--- config.mk ---
export PLATFORM = sky130hd
export DESIGN_NAME = ahb_flash_ctrl
export DESIGN_NICKNAME = d
export VERILOG_FILES = /design/src/rtl/flash_ctrl_pkg.sv /design/src/rtl/ahb_flash_ctrl_rbuf.sv /design/src/rtl/ahb_flash_ctrl.sv
export SDC_FILE = /design/constraint.sdc
export NUM_CORES = 1
export LEC_CHECK = 0
export ABC_AREA = 1
export BUFFER_PORTS_ARGS = -buffer_cell sky130_fd_sc_hd__clkbuf_2
export CELL_PAD_IN_SITES_DETAIL_PLACEMENT = 0
export CELL_PAD_IN_SITES_GLOBAL_PLACEMENT = 1
export CORE_MARGIN = 8
export CORE_UTILIZATION = 30
export DETAILED_ROUTE_END_ITERATION = 6
export GPL_ROUTABILITY_DRIVEN = 0
export PLACE_DENSITY_LB_ADDON = 0.1
export RECOVER_POWER = 50
export SLEW_MARGIN = 15
export SYNTH_ARGS = -nofsm -noshare
export SYNTH_HDL_FRONTEND = slang
export SYNTH_HIERARCHICAL = 1
export SYNTH_SLANG_ARGS = --single-unit
--- constraint.sdc ---
create_clock -name pll_core_cpuclk -period 2.3 [get_ports pll_core_cpuclk]
set_input_delay 0.23 -clock pll_core_cpuclk [delete_from_list [all_inputs] [get_ports pll_core_cpuclk]]
set_output_delay 0.23 -clock pll_core_cpuclk [all_outputs]
set_load 0.02 [all_outputs]
--- src/rtl/flash_ctrl_pkg.sv ---
// flash_ctrl_pkg: shared state type and constants
// for the AHB flash window controller.
package flash_ctrl_pkg;

    typedef enum logic [2:0] {
        IDLE,
        RD_ACC,
        WR_CAP,
        PROG_WAIT,
        ERR1,
        ERR2
    } fsm_state_e;

    localparam logic [1:0] HRESP_OKAY  = 2'b00;
    localparam logic [1:0] HRESP_ERROR = 2'b01;

    localparam logic [31:0] FLASH_BASE = 32'h7000_0000;
    localparam logic [31:0] FLASH_SIZE = 32'h0008_0000;

    localparam int RD_WAIT_DEF      = 2;
    localparam int PROG_TIMEOUT_DEF = 1023;

endpackage

--- src/rtl/ahb_flash_ctrl_rbuf.sv ---
// ahb_flash_ctrl_rbuf: single-entry read buffer
// with tag compare for zero-wait re-reads.
module ahb_flash_ctrl_rbuf #(
    parameter int ADDR_W = 17
) (
    input  logic              pll_core_cpuclk,
    input  logic              pad_cpu_rst_b,
    input  logic              load,
    input  logic              invalidate,
    input  logic [ADDR_W-1:0] load_tag,
    input  logic [31:0]       load_data,
    input  logic [ADDR_W-1:0] lookup_tag,
    output logic              hit,
    output logic [31:0]       rdata
);

    logic              valid_q;
    logic [ADDR_W-1:0] tag_q;
    logic [31:0]       data_q;

    always_ff @(posedge pll_core_cpuclk or negedge pad_cpu_rst_b) begin
        if (!pad_cpu_rst_b) begin
            valid_q <= 1'b0;
            tag_q   <= '0;
            data_q  <= '0;
        end else if (load) begin
            valid_q <= 1'b1;
            tag_q   <= load_tag;
            data_q  <= load_data;
        end else if (invalidate) begin
            valid_q <= 1'b0;
        end
    end

    assign hit   = valid_q && (tag_q == lookup_tag);
    assign rdata = data_q;

endmodule

--- src/rtl/ahb_flash_ctrl.sv ---
// ahb_flash_ctrl: AHB-lite word slave that turns bus
// reads/writes into NOR flash read and program cycles.
module ahb_flash_ctrl
    import flash_ctrl_pkg::*;
#(
    parameter int RD_WAIT      = RD_WAIT_DEF,
    parameter int PROG_TIMEOUT = PROG_TIMEOUT_DEF,
    parameter int ADDR_W       = $clog2(FLASH_SIZE) - 2
) (
    input  logic              pll_core_cpuclk,
    input  logic              pad_cpu_rst_b,
    input  logic              hsel_s4,
    input  logic [31:0]       haddr_s4,
    input  logic [1:0]        htrans_s4,
    input  logic              hwrite_s4,
    input  logic [31:0]       hwdata_s4,
    output logic [31:0]       hrdata_s4,
    output logic              hready_s4,
    output logic [1:0]        hresp_s4,
    output logic              flash_cs,
    output logic              flash_rd,
    output logic              flash_prog,
    output logic [ADDR_W-1:0] flash_addr,
    output logic [31:0]       flash_wdata,
    input  logic [31:0]       flash_rdata,
    input  logic              flash_busy
);

    localparam int TW = $clog2(PROG_TIMEOUT + 1);
    localparam logic [3:0]    RD_LAST = 4'(RD_WAIT);
    localparam logic [TW-1:0] TO_LAST = TW'(PROG_TIMEOUT - 1);

    fsm_state_e        state_q;
    fsm_state_e        state_d;
    logic [3:0]        rd_cnt_q;
    logic [TW-1:0]     to_cnt_q;
    logic [ADDR_W-1:0] addr_q;
    logic [31:0]       wdata_q;
    logic [31:0]       hrdata_q;
    logic              prog_q;

    logic              hready;
    logic [1:0]        hresp;
    logic              accept;
    logic              misalign;
    logic              rd_last;
    logic              buf_hit;
    logic [31:0]       buf_rdata;
    logic [ADDR_W-1:0] bus_addr;
    logic              unused_bits;

    assign bus_addr    = haddr_s4[ADDR_W+1:2];
    assign misalign    = |haddr_s4[1:0];
    assign rd_last     = (state_q == RD_ACC) && (rd_cnt_q == RD_LAST);
    assign unused_bits = ^{haddr_s4[31:ADDR_W+2], htrans_s4[0]};

    ahb_flash_ctrl_rbuf #(
        .ADDR_W (ADDR_W)
    ) u_rbuf (
        .pll_core_cpuclk (pll_core_cpuclk),
        .pad_cpu_rst_b   (pad_cpu_rst_b),
        .load            (rd_last),
        .invalidate      (state_q == WR_CAP),
        .load_tag        (addr_q),
        .load_data       (flash_rdata),
        .lookup_tag      (bus_addr),
        .hit             (buf_hit),
        .rdata           (buf_rdata)
    );

    always_comb begin
        state_d = state_q;
        hready  = 1'b1;
        hresp   = HRESP_OKAY;
        unique case (state_q)
            IDLE: ;
            RD_ACC: begin
                hready = 1'b0;
                if (rd_cnt_q == RD_LAST)
                    state_d = IDLE;
            end
            WR_CAP: begin
                hready  = 1'b0;
                state_d = PROG_WAIT;
            end
            PROG_WAIT: begin
                // busy is ignored in the pulse cycle itself
                if (to_cnt_q != '0 && !flash_busy) begin
                    state_d = IDLE;
                end else begin
                    hready = 1'b0;
                    if (to_cnt_q == TO_LAST)
                        state_d = ERR1;
                end
            end
            ERR1: begin
                hready  = 1'b0;
                hresp   = HRESP_ERROR;
                state_d = ERR2;
            end
            ERR2: begin
                hresp   = HRESP_ERROR;
                state_d = IDLE;
            end
            default: state_d = IDLE;
        endcase

        accept = hready && hsel_s4 && htrans_s4[1];
        if (accept) begin
            if (misalign)
                state_d = ERR1;
            else if (hwrite_s4)
                state_d = WR_CAP;
            else if (buf_hit)
                state_d = IDLE;
            else
                state_d = RD_ACC;
        end
    end

    always_ff @(posedge pll_core_cpuclk or negedge pad_cpu_rst_b) begin
        if (!pad_cpu_rst_b) begin
            state_q  <= IDLE;
            rd_cnt_q <= '0;
            to_cnt_q <= '0;
            addr_q   <= '0;
            wdata_q  <= '0;
            hrdata_q <= '0;
            prog_q   <= 1'b0;
        end else begin
            state_q  <= state_d;
            rd_cnt_q <= (state_q == RD_ACC) ? rd_cnt_q + 4'd1 : '0;
            to_cnt_q <= (state_q == PROG_WAIT) ? to_cnt_q + 1'b1 : '0;
            prog_q   <= (state_q == WR_CAP);
            if (accept)
                addr_q <= bus_addr;
            if (state_q == WR_CAP)
                wdata_q <= hwdata_s4;
            if (rd_last)
                hrdata_q <= flash_rdata;
            else if (accept && !misalign && !hwrite_s4 && buf_hit)
                hrdata_q <= buf_rdata;
        end
    end

    assign hready_s4   = hready;
    assign hresp_s4    = hresp;
    assign hrdata_s4   = hrdata_q;
    assign flash_rd    = (state_q == RD_ACC);
    assign flash_cs    = flash_rd || prog_q;
    assign flash_prog  = prog_q;
    assign flash_addr  = flash_cs ? addr_q : '0;
    assign flash_wdata = prog_q ? wdata_q : '0;

endmodule

After elaboration in Yosys (flattened, before gate mapping)
Cells that the tools add are included.
W data, S select, Z words.
{"block": "classes", "add_sub_neg": 2, "multipliers": 0, "div_mod_pow": 0, "order_cmp": 0, "n_eq_ne": 11, "shift": 0, "muxes": 19, "bitwise": 0, "reduce_logical": 20}
{"operator": "$mux W32", "count": 3}
{"operator": "$eq A17 B17 Y1", "count": 1}
{"operator": "$mux W17", "count": 1}
{"operator": "$mux W3", "count": 5}
{"operator": "$pmux W3 S5", "count": 1}
{"operator": "$add A10 B1 Y10 const B", "count": 1}
{"operator": "$eq A10 B10 Y1 const B", "count": 1}
{"operator": "$mux W10", "count": 1}
{"operator": "$reduce_bool A10 Y1", "count": 1}
{"operator": "$logic_and A1 B1 Y1", "count": 8}
{"operator": "$eq A3 B2 Y1 const B", "count": 2}
{"operator": "$eq A3 B3 Y1 const B", "count": 2}
{"operator": "$mux W1", "count": 5}
{"operator": "$add A4 B1 Y4 const B", "count": 1}
{"operator": "$eq A4 B2 Y1 const B", "count": 1}
{"operator": "$mux W4", "count": 1}
{"operator": "$ne A4 B4 Y1 const B", "count": 1}
{"operator": "$reduce_bool A2 Y1", "count": 2}
{"operator": "$reduce_or A2 Y1", "count": 2}
{"operator": "$eq A3 B1 Y1 const B", "count": 1}
{"operator": "$logic_not A1 Y1", "count": 3}
{"operator": "$logic_not A3 Y1", "count": 1}
{"operator": "$ne A3 B1 Y1 const B", "count": 1}
{"operator": "$reduce_and A3 Y1", "count": 1}
{"operator": "5 further kinds", "count": 5}
{"block": "totals", "register_bits": 149, "latch_bits": 0, "ramBits": 0, "romBits": 0, "input_bits": 103, "out_inout_bits": 87, "word_cells": 62, "n_memories": 0}

Logic depth before layout (Yosys ltp)
{"block": "depth", "depth_word": 11, "depth_mapped": 13, "ltp_nobuf": 12}

By module
Netlist, hierarchy kept.
{"module": "ahb_flash_ctrl", "n_inst": 1, "cells_each": 671, "area_per_inst_um2": 5101.1, "seq_area_each_um2": 2477.4}
{"module": "ahb_flash_ctrl_rbuf", "n_inst": 1, "cells_each": 282, "area_per_inst_um2": 2195.9, "seq_area_each_um2": 1251.2}

Worst setup path before layout
No wires, ideal clock.
{"block": "synth_path", "path_type": "flip-flop to output port", "startpoint": "register state_q[1]", "endpoint": "output port flash_addr[10]", "arrival_time_ns": 1.993, "required_time_ns": 2.070, "path_slack_ns": 0.077, "stages_incl_launch_ff": 9, "n_path_buf": 1, "path_cell_list": "dfrtp_1 -> inv_2 -> nand2_1 -> nor2_1 -> inv_1 -> nand2_1 -> clkinv_1 -> clkbuf_1 -> nor2_1"}
{"block": "synth_via", "elab_chain_cells": 3}
{"item": "start: declaration", "line": "ahb_flash_ctrl.sv:33", "source": "fsm_state_e state_q;"}
{"item": "start signal: assignment", "line": "ahb_flash_ctrl.sv:131", "source": "state_q <= state_d;"}
{"item": "$eq A3 B1 Y1", "line": "ahb_flash_ctrl.sv:149", "source": "assign flash_rd = (state_q == RD_ACC);"}
{"item": "net flash_rd", "line": "ahb_flash_ctrl.sv:21", "source": "output logic flash_rd,"}
{"item": "$logic_or A1 B1 Y1", "line": "ahb_flash_ctrl.sv:150", "source": "assign flash_cs = flash_rd || prog_q;"}
{"item": "net flash_cs", "line": "ahb_flash_ctrl.sv:20", "source": "output logic flash_cs,"}
{"item": "$mux W17", "line": "ahb_flash_ctrl.sv:152", "source": "assign flash_addr = flash_cs ? addr_q : '0;"}
{"item": "end: declaration", "line": "ahb_flash_ctrl.sv:23", "source": "output logic [ADDR_W-1:0] flash_addr,"}
The timed path passes the listed nets, and every way through them passes these cells.

Worst setup path in the final report
{"block": "layout_path", "startpoint": "register state_q[2]", "endpoint": "output port flash_addr[5]"}
{"block": "layout_via", "elab_chain_cells": 3}
{"item": "$eq A3 B1 Y1", "line": "ahb_flash_ctrl.sv:149"}
{"item": "$logic_or A1 B1 Y1", "line": "ahb_flash_ctrl.sv:150"}
{"item": "$mux W17", "line": "ahb_flash_ctrl.sv:152"}
Every way passes these cells.

==> results.py <==
metrics = {
    "status": {
        "status": "complete, no violations",
    },
    "timing": {
        "final-max-slew-violation-count": 0,
        "setup_ws_ns": 0.1760,
        "whs_ns": 0.01955,
        "rsz0062_at_grt": "false",
        "worst_pin_slew_ns": 0.9658,
        "maxSlewHeadroom_pct": 35.61,
        "max_freq_mhz": 470.8,
        "min_period_ns": 2.124,
        "final-hold-violation-count": 0,
        "setup-tns-final_ns": 0,
        "setup_viol": 0,
        "finalCritPeriodShare_pct": 92.35,
        "fin_skew_ns": 0.01210,
    },
    "grt": {
        "grt_max_degree": 63,
        "grt_pass1_wl_um": 31640,
        "antenna_found_initial": 1,
        "overflow": 0,
        "grt_usage_pct": 13.53,
        "first_global_vias": 6080,
    },
    "cells_and_area": {
        "fill_cells": 2654,
        "area_delta_synth_final_pct": 25.99,
        "final_nets": 1234,
        "layout_common_cells": "nand2_1 (470), dfrtp_1 (148), clkbuf_2 (143), inv_1 (101), nor2_1 (63)",
        "final_cells": 1461,
        "layout-drive-gt1-share_pct": 20.40,
        "diodes": 0,
        "final_common_cell": "nand2_1",
    },
    "worst_setup_path": {
        "required_ns": 2.07,
        "crit_path_end_kind": "output port",
        "arrival_ns": 1.89,
        "worst_setup_path_start_kind": "flop",
        "crit_path_max_fanout": 17,
        "critPathKind": "reg2out",
    },
    "drt": {
        "drt_pass1_iterations": 4,
        "ant_nets": 0,
        "first_iter_violations": 429,
        "drc": 0,
        "vias": 6133,
        "drt_wl_total_um": 19540,
        "via_per_inst": 4.198,
        "post_drt_wl_per_cell_um": 13.37,
    },
    "clock_tree": {
        "cts.path.max_buffers": 2,
        "path_clk_slew_ns": 0.06,
        "tritoncts": "built",
        "cts.sinks": 149,
        "tritoncts.num_buffers": 17,
        "cts_root_buf": "clkbuf_16",
        "insertion_delay_ns": 0.41,
        "h-tree-depth": 4,
    },
    "floorplanning": {
        "start_util_pct": 30.27,
        "rows": 57,
        "die_y_um": 172.0,
        "io_pins": 190,
        "coreArea_mm2": 0.02411,
        "dieArea_mm2": 0.02957,
        "die_x_um": 172.0,
    },
    "logic_synthesis": {
        "syn_avg_cell_area_um2": 7.657,
        "synth-seq-cells": 149,
        "ys_warn_count": 6,
        "synth_cell_types": 30,
        "synth-edff-count": 0,
        "ys_seq_area_share_pct": 51.10,
        "ys.flop_type": "dfrtp_1",
        "async_reset_ff_share_pct": 100.0,
        "postSynthCellCount": 953,
        "syn-cell-area_mm2": 0.007297,
        "synth_nets": 1061,
    },
    "placed_design": {
        "post-place-ws_ns": 0.3420,
        "dp_hpwl_um": 13220,
        "port_buffers": 174,
        "placedCellCount": 1420,
    },
    "min_path": {
        "hold_path.class": "in2reg",
    },
    "power_and_ir_drop": {
        "max-vdd-ir-drop_v": 0.0005980,
        "cellLeakagePower_nw": 5.215,
        "fin_total_pwr_mw": 11.76,
        "powerDensity_mw_per_mm2": 1280,
    },
    "job": {
        "maxCapViolCount": 0,
    },
}
layer usage:
layer,vias up,wire length (um),track usage [%]
li1,3194,-,-
met1,2813,9338,17.53
met2,110,9036,22.38
met3,14,985,3.174
met4,2,166,3.486
met5,-,13,0
cells in the mapped netlist, types with 3 or more instances:
library cell,number,share of area (%)
nor3_1,5,0.34
xnor2_1,3,0.36
buf_6,10,1.5
o21ai_0,22,1.5
nor2_1,64,3.3
dfrtp_1,149,51
buf_4,6,0.62
inv_2,3,0.15
buf_2,14,0.96
inv_1,103,5.3
nand2_1,471,24
a21oi_1,23,1.6
nand3_2,31,4.3
nand3_1,13,0.89
clkbuf_1,14,0.72
ha_1,5,0.86
metrics by stage:
step	area, um2	utilization (%)
finish	9194	38.14
global route	9194	38.14
CTS	9239	38.33
detailed placement	8497	35.25
global placement	8497	35.25
floorplan	7297	-
layout make-up:
| cell class | instances | area, um2 | share of cell area, % |
|---|---|---|---|
| inverters | 107 | 405.4 | 4.409 |
| multi-input cells | 653 | 2904 | 31.59 |
| clock buffers | 18 | 429.2 | 4.668 |
| well taps | 324 | 405.4 | 4.409 |
| flip-flops and latches | 149 | 3730 | 40.57 |
| clock inverters | 12 | 202.7 | 2.205 |
| repair buffers | 198 | 1117 | 12.15 |
flip-flops by register name (all words and copies together) (netlist names):
register and cells:
u_rbuf/valid_q 1, flash_prog 1, rd_cnt_q 4, u_rbuf/rdata 32, hrdata_s4 32, wdata_q 32, addr_q 17, state_q 3
u_rbuf/tag_q 17, to_cnt_q 10
report_power, final:
group	internal, mW	leakage (nW)	switching (mW)
Clock	1.92	0.307	1.12
Combinational	1.45	3.09	2.86
Sequential	3.77	1.81	0.648
Total	7.14	5.22	4.63
cells by family (layout without fill, tap and decap cells):
group | after synthesis | after routing | synth area share, %
AO/OA/AOI/OAI | 50 | 50 | 3.704
XOR/XNOR | 4 | 4 | 0.4802
adder cells (fa/ha/maj) | 5 | 5 | 0.8573
buffers and inverters | 151 | 335 | 9.345
flip-flops | 149 | 149 | 51.10
other | 1 | 1 | 0.05139
AND/OR/NAND/NOR | 593 | 593 | 34.47
timing repair:
item                       4_1_cts  5_1_grt
gates resized for setup          1        4
setup buffers                    1        0
hold buffers                    10        0
setup endpoints to repair       17       19
hold endpoints to repair        42        0
pin swaps                        0        0
path summary, 6_finish.rpt:
path / from / end / slack [ns] / depth (start not counted)
worst max-delay path: state_q[2] / flash_addr[5] / 0.18 / 7
worst min-delay path: hwdata_s4[2] / wdata_q[2] / 0.02 / 3
worst max register to register: state_q[1] / hrdata_s4[0] / 0.26 / 11
worst min register to register: to_cnt_q[0] / to_cnt_q[0] / 0.47 / 1
max in group asynchronous: pad_cpu_rst_b / hrdata_s4[2] / 0.93 / 3
min in group asynchronous: pad_cpu_rst_b / addr_q[2] / 0.50 / 2
worst max-delay path: stages, from the launching register on:
cell and delay, ns:
dfrtp_1 0.52, nor2_2 0.19, inv_2 0.08, nand2_2 0.10, clkinv_1 0.07, buf_4 0.19, nor2_1 0.13, clkbuf_2 0.19
No activity file was read; power rests on OpenSTA's default activity.
